--- config.mk ---
export PLATFORM = sky130hd
export DESIGN_NAME = keypad_digit_entry
export DESIGN_NICKNAME = d
export VERILOG_FILES = /design/src/rtl/keypad_pkg.sv /design/src/rtl/keypad_prio_enc.sv /design/src/rtl/keypad_digit_entry.sv
export SDC_FILE = /design/constraint.sdc
export NUM_CORES = 1
export LEC_CHECK = 0
export ABC_CLOCK_PERIOD_IN_PS = 2800
export CAP_MARGIN = 20
export CORE_MARGIN = 2
export CORE_UTILIZATION = 40
export DETAILED_ROUTE_END_ITERATION = 6
export SLEW_MARGIN = 40
export SYNTH_ARGS = -nofsm -noshare
export SYNTH_HDL_FRONTEND = slang
export SYNTH_SLANG_ARGS = --single-unit
--- constraint.sdc ---
create_clock -name clk -period 2.8 [get_ports clk]
set_input_delay 0.56 -clock clk [delete_from_list [all_inputs] [get_ports clk]]
set_output_delay 0.56 -clock clk [all_outputs]
set_load 0.005 [all_outputs]
--- src/rtl/keypad_pkg.sv ---
// Shared types and sizing helpers for the keypad digit-entry block.
package keypad_pkg;

    typedef enum logic [1:0] {IDLE, DEBOUNCE, HELD} state_t;

    localparam int unsigned DIGIT_W   = 4;
    localparam int unsigned MAX_DIGIT = 9;

    // Bits needed to hold the values 0..n (never less than one bit).
    function automatic int unsigned count_w(input int unsigned n);
        return (n < 1) ? 1 : $clog2(n + 1);
    endfunction

endpackage

--- src/rtl/keypad_prio_enc.sv ---
// Combinational priority encoder: highest set line wins, any flags a press.
module keypad_prio_enc #(
    parameter int unsigned N_KEYS = 10,
    parameter int unsigned CODE_W = 4
) (
    input  logic [N_KEYS-1:0] d_in,
    output logic [CODE_W-1:0] d_out,
    output logic              any
);

    always_comb begin
        d_out = '0;
        for (int unsigned i = 0; i < N_KEYS; i++) begin
            if (d_in[i]) d_out = CODE_W'(i);
        end
    end

    assign any = |d_in;

endmodule

--- src/rtl/keypad_digit_entry.sv ---
// Debounced keypad front end: one registered code per press, BCD digits shifted
// into an N-digit entry buffer for the timer load path.
module keypad_digit_entry
    import keypad_pkg::*;
#(
    parameter int unsigned N_KEYS       = 10,
    parameter int unsigned CODE_W       = 4,
    parameter int unsigned DEBOUNCE_CYC = 4,
    parameter int unsigned N_DIGITS     = 4
) (
    input  logic                           clk,
    input  logic                           rst_n,
    input  logic                           enable,
    input  logic                           clear,
    input  logic [N_KEYS-1:0]              keys_in,
    output logic [CODE_W-1:0]              key_code,
    output logic                           key_valid,
    output logic                           loadn,
    output logic [DIGIT_W*N_DIGITS-1:0]    digits,
    output logic [count_w(N_DIGITS)-1:0]   digit_count,
    output logic                           full
);

    localparam int unsigned BUF_W  = DIGIT_W * N_DIGITS;
    localparam int unsigned CNT_W  = count_w(DEBOUNCE_CYC);
    localparam int unsigned DCNT_W = count_w(N_DIGITS);

    logic [N_KEYS-1:0] sync1, sync2;
    logic [CODE_W-1:0] code_c, cand, cand_nxt;
    logic              any_c, accept_c, is_digit_c;
    logic [CNT_W-1:0]  cnt, cnt_nxt;
    state_t            state, state_nxt;
    logic [BUF_W-1:0]  digits_nxt;
    logic [DCNT_W-1:0] count_nxt;

    // Two-flop synchroniser for the asynchronous key lines.
    always_ff @(posedge clk or negedge rst_n) begin
        if (!rst_n) begin
            sync1 <= '0;
            sync2 <= '0;
        end else begin
            sync1 <= keys_in;
            sync2 <= sync1;
        end
    end

    keypad_prio_enc #(
        .N_KEYS (N_KEYS),
        .CODE_W (CODE_W)
    ) u_enc (
        .d_in  (sync2),
        .d_out (code_c),
        .any   (any_c)
    );

    // Press/release debounce: cnt counts stable-press cycles in DEBOUNCE and
    // consecutive released cycles in HELD.
    always_comb begin
        state_nxt = state;
        cnt_nxt   = cnt;
        cand_nxt  = cand;
        accept_c  = 1'b0;
        unique case (state)
            IDLE: begin
                if (any_c && enable) begin
                    state_nxt = DEBOUNCE;
                    cand_nxt  = code_c;
                    cnt_nxt   = CNT_W'(1);
                end
            end
            DEBOUNCE: begin
                if (!any_c || (code_c != cand) || !enable) begin
                    state_nxt = IDLE;
                    cnt_nxt   = '0;
                end else if (cnt == CNT_W'(DEBOUNCE_CYC)) begin
                    accept_c  = 1'b1;
                    state_nxt = HELD;
                    cnt_nxt   = '0;
                end else begin
                    cnt_nxt = cnt + CNT_W'(1);
                end
            end
            HELD: begin
                if (any_c) begin
                    cnt_nxt = '0;
                end else if (cnt == CNT_W'(DEBOUNCE_CYC - 1)) begin
                    state_nxt = IDLE;
                    cnt_nxt   = '0;
                end else begin
                    cnt_nxt = cnt + CNT_W'(1);
                end
            end
            default: begin
                state_nxt = IDLE;
                cnt_nxt   = '0;
            end
        endcase
    end

    assign is_digit_c = (cand <= CODE_W'(MAX_DIGIT));

    // Entry buffer update; clear beats a same-cycle digit.
    always_comb begin
        digits_nxt = digits;
        count_nxt  = digit_count;
        if (clear) begin
            digits_nxt = '0;
            count_nxt  = '0;
        end else if (accept_c && is_digit_c && !full) begin
            digits_nxt = (digits << DIGIT_W) | BUF_W'(DIGIT_W'(cand));
            count_nxt  = digit_count + DCNT_W'(1);
        end
    end

    always_ff @(posedge clk or negedge rst_n) begin
        if (!rst_n) begin
            state       <= IDLE;
            cnt         <= '0;
            cand        <= '0;
            key_code    <= '0;
            key_valid   <= 1'b0;
            loadn       <= 1'b1;
            digits      <= '0;
            digit_count <= '0;
            full        <= 1'b0;
        end else begin
            state       <= state_nxt;
            cnt         <= cnt_nxt;
            cand        <= cand_nxt;
            key_valid   <= accept_c;
            loadn       <= ~accept_c;
            digits      <= digits_nxt;
            digit_count <= count_nxt;
            full        <= (count_nxt == DCNT_W'(N_DIGITS));
            if (accept_c) key_code <= cand;
        end
    end

endmodule

# Yosys cells after proc, flatten, opt, wreduce, memory -nomap -nowiden
# Index checks and enable logic that the tools add are counted.
[word_totals] reg_bits=55 output_inout_bits=26 word_cells=67 in_bits=14
[op_classes] order_cmp=1 bitwise=2 addsub=2 reduce_logical=13 n_eq_ne=10 mux=28
[op_table] operator="3-bit two-way mux" count=11
[op_table] operator="16-bit two-way mux" count=2
[op_table] operator="16-bit by 4-bit OR with 16-bit output" count=1
[op_table] operator="2-bit two-way mux" count=7
[op_table] operator="10-bit OR reduction" count=1
[op_table] operator="3-bit one-hot mux with 3 select lines" count=1
[op_table] operator="4-bit two-way mux" count=2
[op_table] operator="3-bit by 1-bit adder with 3-bit output (second input constant)" count=2
[op_table] operator="3-bit equality test (second input constant)" count=2
[op_table] operator="2-bit inequality test (second input constant)" count=3
[op_table] operator="2-bit one-hot mux with 3 select lines" count=1
[op_table] operator="4-bit less-or-equal comparator (second input constant)" count=1
[op_table] operator="1-bit two-way mux" count=4
[op_table] operator="4-bit inequality test" count=1
[op_table] operator="4-bit AND reduction" count=1
[op_table] operator="3-bit by 2-bit equality test with 1-bit output (second input constant)" count=1
[op_table] operator="1-bit logical AND" count=3
[op_table] operator="1-bit logical NOT" count=3
[op_table] operator="3-bit inequality test (second input constant)" count=1
[op_table] operator="2-bit by 1-bit equality test with 1-bit output (second input constant)" count=1
[op_table] operator="2-bit equality test (second input constant)" count=1
[op_table] operator="2-bit logical NOT" count=1
[op_table] operator="1-bit logical OR" count=2
[op_table] operator="2-bit AND reduction" count=1
[op_table] operator="2 further kinds" count=2

# Longest topological paths before layout
[logic_depth] word_depth=19 depth_mapped=7 depth_no_buf=5

# Cells and area by module
# From an unflattened synthesis, not the netlist that was laid out.
[unflattened] cells_unflattened=184 hier_area_um2=2336.0
[by_module_without_submodules] module="keypad_digit_entry" cells_each=169 instances=1 area_each_um2=2245.9
[by_module_without_submodules] module="keypad_prio_enc" cells_each=15 instances=1 area_each_um2=90.1

# Worst setup path before layout
# OpenSTA, ideal clock, no wires.
[synth_path] kind="register to register" from="register sync2[4]" to="register digit_count[0]" period_less_slack_ps=2141 required_time_ps=2672 path_stages_with_launch=7 arrival_ps=2014 setup_slack_ps=659 path_buffers=1 cell_sequence="dfrtp_1 nor2b_1 a211o_1 a311o_4 nor4_4 buf_6 mux2_1"
[synth_between] elab_chain_cells=15
[synth_rtl] item="from (decl)" line="keypad_digit_entry.sv:28" rtl="logic [N_KEYS-1:0] sync1, sync2;"
[synth_rtl] item="from (signal assigned)" line="keypad_digit_entry.sv:43" rtl="sync2 <= sync1;"
[synth_rtl] item="3-bit two-way mux (4 in a row)" line="keypad_prio_enc.sv:14" rtl="if (d_in[i]) d_out = CODE_W'(i);"
[synth_rtl] item="4-bit two-way mux (2 in a row)" line="keypad_prio_enc.sv:14"
[synth_rtl] item="4-bit inequality test" line="keypad_digit_entry.sv:72" rtl="if (!any_c || (code_c != cand) || !enable) begin"
[synth_rtl] item="1-bit logical OR * (2 in a row)" line="keypad_digit_entry.sv:72"
[synth_rtl] item="1-bit two-way mux *" line="keypad_digit_entry.sv:72"
[synth_rtl] item="1-bit two-way mux *" line="keypad_digit_entry.sv:63" rtl="unique case (state)"
[synth_rtl] item="1-bit logical AND * (2 in a row)" line="keypad_digit_entry.sv:109" rtl="end else if (accept_c && is_digit_c && !full) begin"
[synth_rtl] item="3-bit two-way mux *" line="keypad_digit_entry.sv:109"
[synth_rtl] item="3-bit two-way mux *" line="keypad_digit_entry.sv:106" rtl="if (clear) begin"
[synth_rtl] item="named net count_nxt[0]" line="keypad_digit_entry.sv:34" rtl="logic [DCNT_W-1:0] count_nxt;"
[synth_rtl] item="to (signal assigned)" line="keypad_digit_entry.sv:133" rtl="digit_count <= count_nxt;"
[synth_rtl] item="to (decl)" line="keypad_digit_entry.sv:20" rtl="output logic [count_w(N_DIGITS)-1:0] digit_count,"
# Mark *: on every way through the listed nets, which the timed path passes. The rest lies on a longest branch.
# A chain may end at the register's enable or synchronous reset.

# Worst setup path in the final report
[layout_path] from="register sync2[4]" to="register key_code[3]"
[layout_between] elab_chain_cells=11
[layout_rtl] item="3-bit two-way mux (4 in a row)" line="keypad_prio_enc.sv:14"
[layout_rtl] item="4-bit two-way mux (2 in a row)" line="keypad_prio_enc.sv:14"
[layout_rtl] item="4-bit inequality test" line="keypad_digit_entry.sv:72"
[layout_rtl] item="1-bit logical OR * (2 in a row)" line="keypad_digit_entry.sv:72"
[layout_rtl] item="1-bit two-way mux *" line="keypad_digit_entry.sv:72"
[layout_rtl] item="1-bit two-way mux *" line="keypad_digit_entry.sv:63"
[layout_rtl] item="to (signal assigned)" line="keypad_digit_entry.sv:135" rtl="if (accept_c) key_code <= cand;"
[layout_rtl] item="to (decl)" line="keypad_digit_entry.sv:16" rtl="output logic [CODE_W-1:0] key_code,"
# Mark *: on every way between the ends. The rest lies on a longest branch, timed or not.

==> results.cfg <==
[place]
dp_slack_ns = 0.338
gp_congestion = 0.812
place_hpwl_um = 3050
numPortBuffers = 39

[floorplanning]
die-height_um = 81.7
die_w_um = 81.7
dieArea_um2 = 6680
initial_core_util_pct = 41.1
fp.coreArea_um2 = 5890
std_cell_rows = 28
ios = 40

[clocking]
clk_transition_reported_paths_ns = 0.11
cts_setup_buffers = 0
cts-hold-fix-buffers = 0
cts_buffers = 5
cts_tree = done
cts_max_level = 2
clock_latency_ns = 0.31
cts_resized = 0
cts.sinks = 55
cts.path.max_buffers = 2
clockRootBuffer = clkbuf_8

[outcome]
status = finished clean

[yosys]
synth_top_family_by_area = simple AND/OR/NAND/NOR gates
synthSimpleGateAreaFrac_pct = 18.0
synth_cells = 196
synth-edff-count = 0
synth.ff_latch_count = 55
synth_compound_area_share_pct = 8.64
synth_cell_types = 43
ys_warn_count = 0
ys.flop_type = dfrtp_1
syn_nets = 215
async_reset_ff_share_pct = 100
synthMuxAreaShare_pct = 10.2
synth.cell_area_um2 = 2420
avgSynthCellArea_um2 = 12.3
ys_seq_area_share_pct = 57.0
synthXorXnorAreaFrac_pct = 0.362
yosys.area_share.adder_pct = 2.59

[cells_and_area]
multiInputGateArea_um2 = 963
final_net_count = 259
drive_gt1_share_pct = 12.4
register_area_um2 = 1380
diodes = 0
nFillCells = 550
area_growth_pct = 24.4

[sta]
clock_skew_ns = 0.0132
rsz0062_at_grt = no
final-hold-violation-count = 0
setup_tns_ns = 0
setup_viol = 0
finalCritPeriodShare_pct = 81.3
relSlewSlack_pct = 48.1
fin_ws_ns = 0.524
slew_viol_final = 0
layout_min_cycle_time_ns = 2.28
fmax_ghz = 0.439
worst_slew_pin_slew_ns = 0.771

[detailed_routing]
wl_per_cell_um = 13.9
dr.pass1.iters = 4
vias_per_cell = 5.01
wl_um = 4390
final_antenna_net_count = 0
drt_iter0_markers = 106
via_count = 1583
drc = 0

[global_route]
grt_pass1_vias = 1512
overflow = 0
grt_max_degree = 56
grtUsageTotal_pct = 14.5
grt_pass1_wl_um = 7320
antenna_found_initial = 0

[power_and_ir_drop]
peakVddDrop_v = 0.000366
power.leakage_nw = 1.24
powerDensity_nw_per_um2 = 511

[worst_setup_path]
cp_top_family = compound AO/OA/AOI/OAI gates
worstSetupEndpointType = register
rr_endpoint = key_code[3]
cp.required_ns = 2.99
r2r-start = sync2[4]
rr_worst_depth = 5
path_class = register to register
worst-path-buf-inv = 0
ff2ff_setup_slack_ns = 0.52
crit_chain = nor2b_1 > a211o_1 > a311o_4 > nor4_4 > mux2_2
crit_arrival_ns = 2.47
path_max_fanout = 7
crit_path_max_incr_delay_ns = 0.46
critPathLaunchType = register
slowest_stage = nor4_4

[hold_path]
hp-start = sync1[5]
hold_path.class = register to register
worstHoldPathCells = 0
hold_path_end = sync2[5]

[run]
drv_cap = 0
-- kinds of logic (layout without fill, tap and decap cells) --
family / after synthesis / after routing
AND/OR/NAND/NOR: 71 / 71
buffers and inverters: 14 / 59
XOR/XNOR: 1 / 1
multiplexers: 24 / 24
flip-flops: 55 / 55
adder cells (fa/ha/maj): 5 / 5
AO/OA/AOI/OAI: 26 / 26
-- cell usage in the layout (no fill, tap or decap), types with 5 or more instances in the layout --
cell type and n:
dfrtp_1 54, clkdlybuf4s50_1 38, nand2b_1 26, mux2i_1 18, nor2_1 10, inv_1 9, nand2_1 6, clkbuf_8 6
nor3_1 5, o21ai_0 5, mux2_2 5, ha_1 5
-- where the power goes --
part | internal, mW | switching [mW]
clock | 0.290 | 0.260
combinational | 0.0577 | 0.0763
sequential | 0.821 | 0.0310
total | 1.17 | 0.368
-- final cells by class --
type,instances,area share [%]
clock buffer,6,2.75
clock inverter,2,1.17
inverter,9,1.12
multi-input combinational,127,32.0
sequential,55,45.8
tap,75,3.12
timing repair buffer,42,14.0
-- worst register-to-register path: stages, from the launching register on --
cell and delay (ns):
dfrtp_1 0.42, nor2b_1 0.16, a211o_1 0.30, a311o_4 0.44, nor4_4 0.46, mux2_2 0.39
-- registers in the layout (all words and copies together) (netlist names) --
name,flops
state,2
digits,16
sync2,10
full,1
digit_count,3
key_valid,1
cand,4
loadn,1
sync1,10
cnt,3
key_code,4
-- metrics by stage --
step / instance area, um2 / power [mW] / hold slack (ns) / instances / util, %
detailed placement: 2890 / 1.00 / 0.335 / 308 / 49.1
finish: 3010 / 1.54 / 0.344 / 316 / 51.1
CTS: 3010 / 1.55 / 0.344 / 316 / 51.1
floorplan: 2420 / 0.942 / 0.264 / 196 / -
global route: 3010 / 1.61 / 0.359 / 316 / 51.1
global placement: 2890 / 1.00 / 0.332 / 308 / 49.1
-- how the worst max path moves through the flow --
stage / start / to / cells after the start
floorplan: sync2[4] / digit_count[0] / 6
global placement: enable / key_code[3] / 6
detailed placement: enable / key_code[3] / 6
CTS: sync2[4] / key_code[3] / 5
global route: sync2[5] / digits[5] / 6
finish: sync2[4] / key_code[3] / 5
-- per-layer routing --
layer	wire length, um	track usage, %	vias up
met2	2110	21.6	30
met4	46	4.67	0
met5	0	0	-
li1	-	-	782
met1	2070	20.7	767
met3	157	3.52	4
-- synthesized netlist by cell type, types with 4 or more instances --
library cell  instances  area share, %
mux2i_1              18            7.5
mux2_2                5            2.3
dfrtp_1              54             56
nor2_1               10            1.6
o21ai_0               5            1.0
nand2b_1             26            6.7
nor3_1                5            1.0
inv_1                 9            1.4
ha_1                  5            2.6
nand2_1               6           0.93
nor4_1                4            1.0
Note: power is estimated with default switching activity, not from simulation.
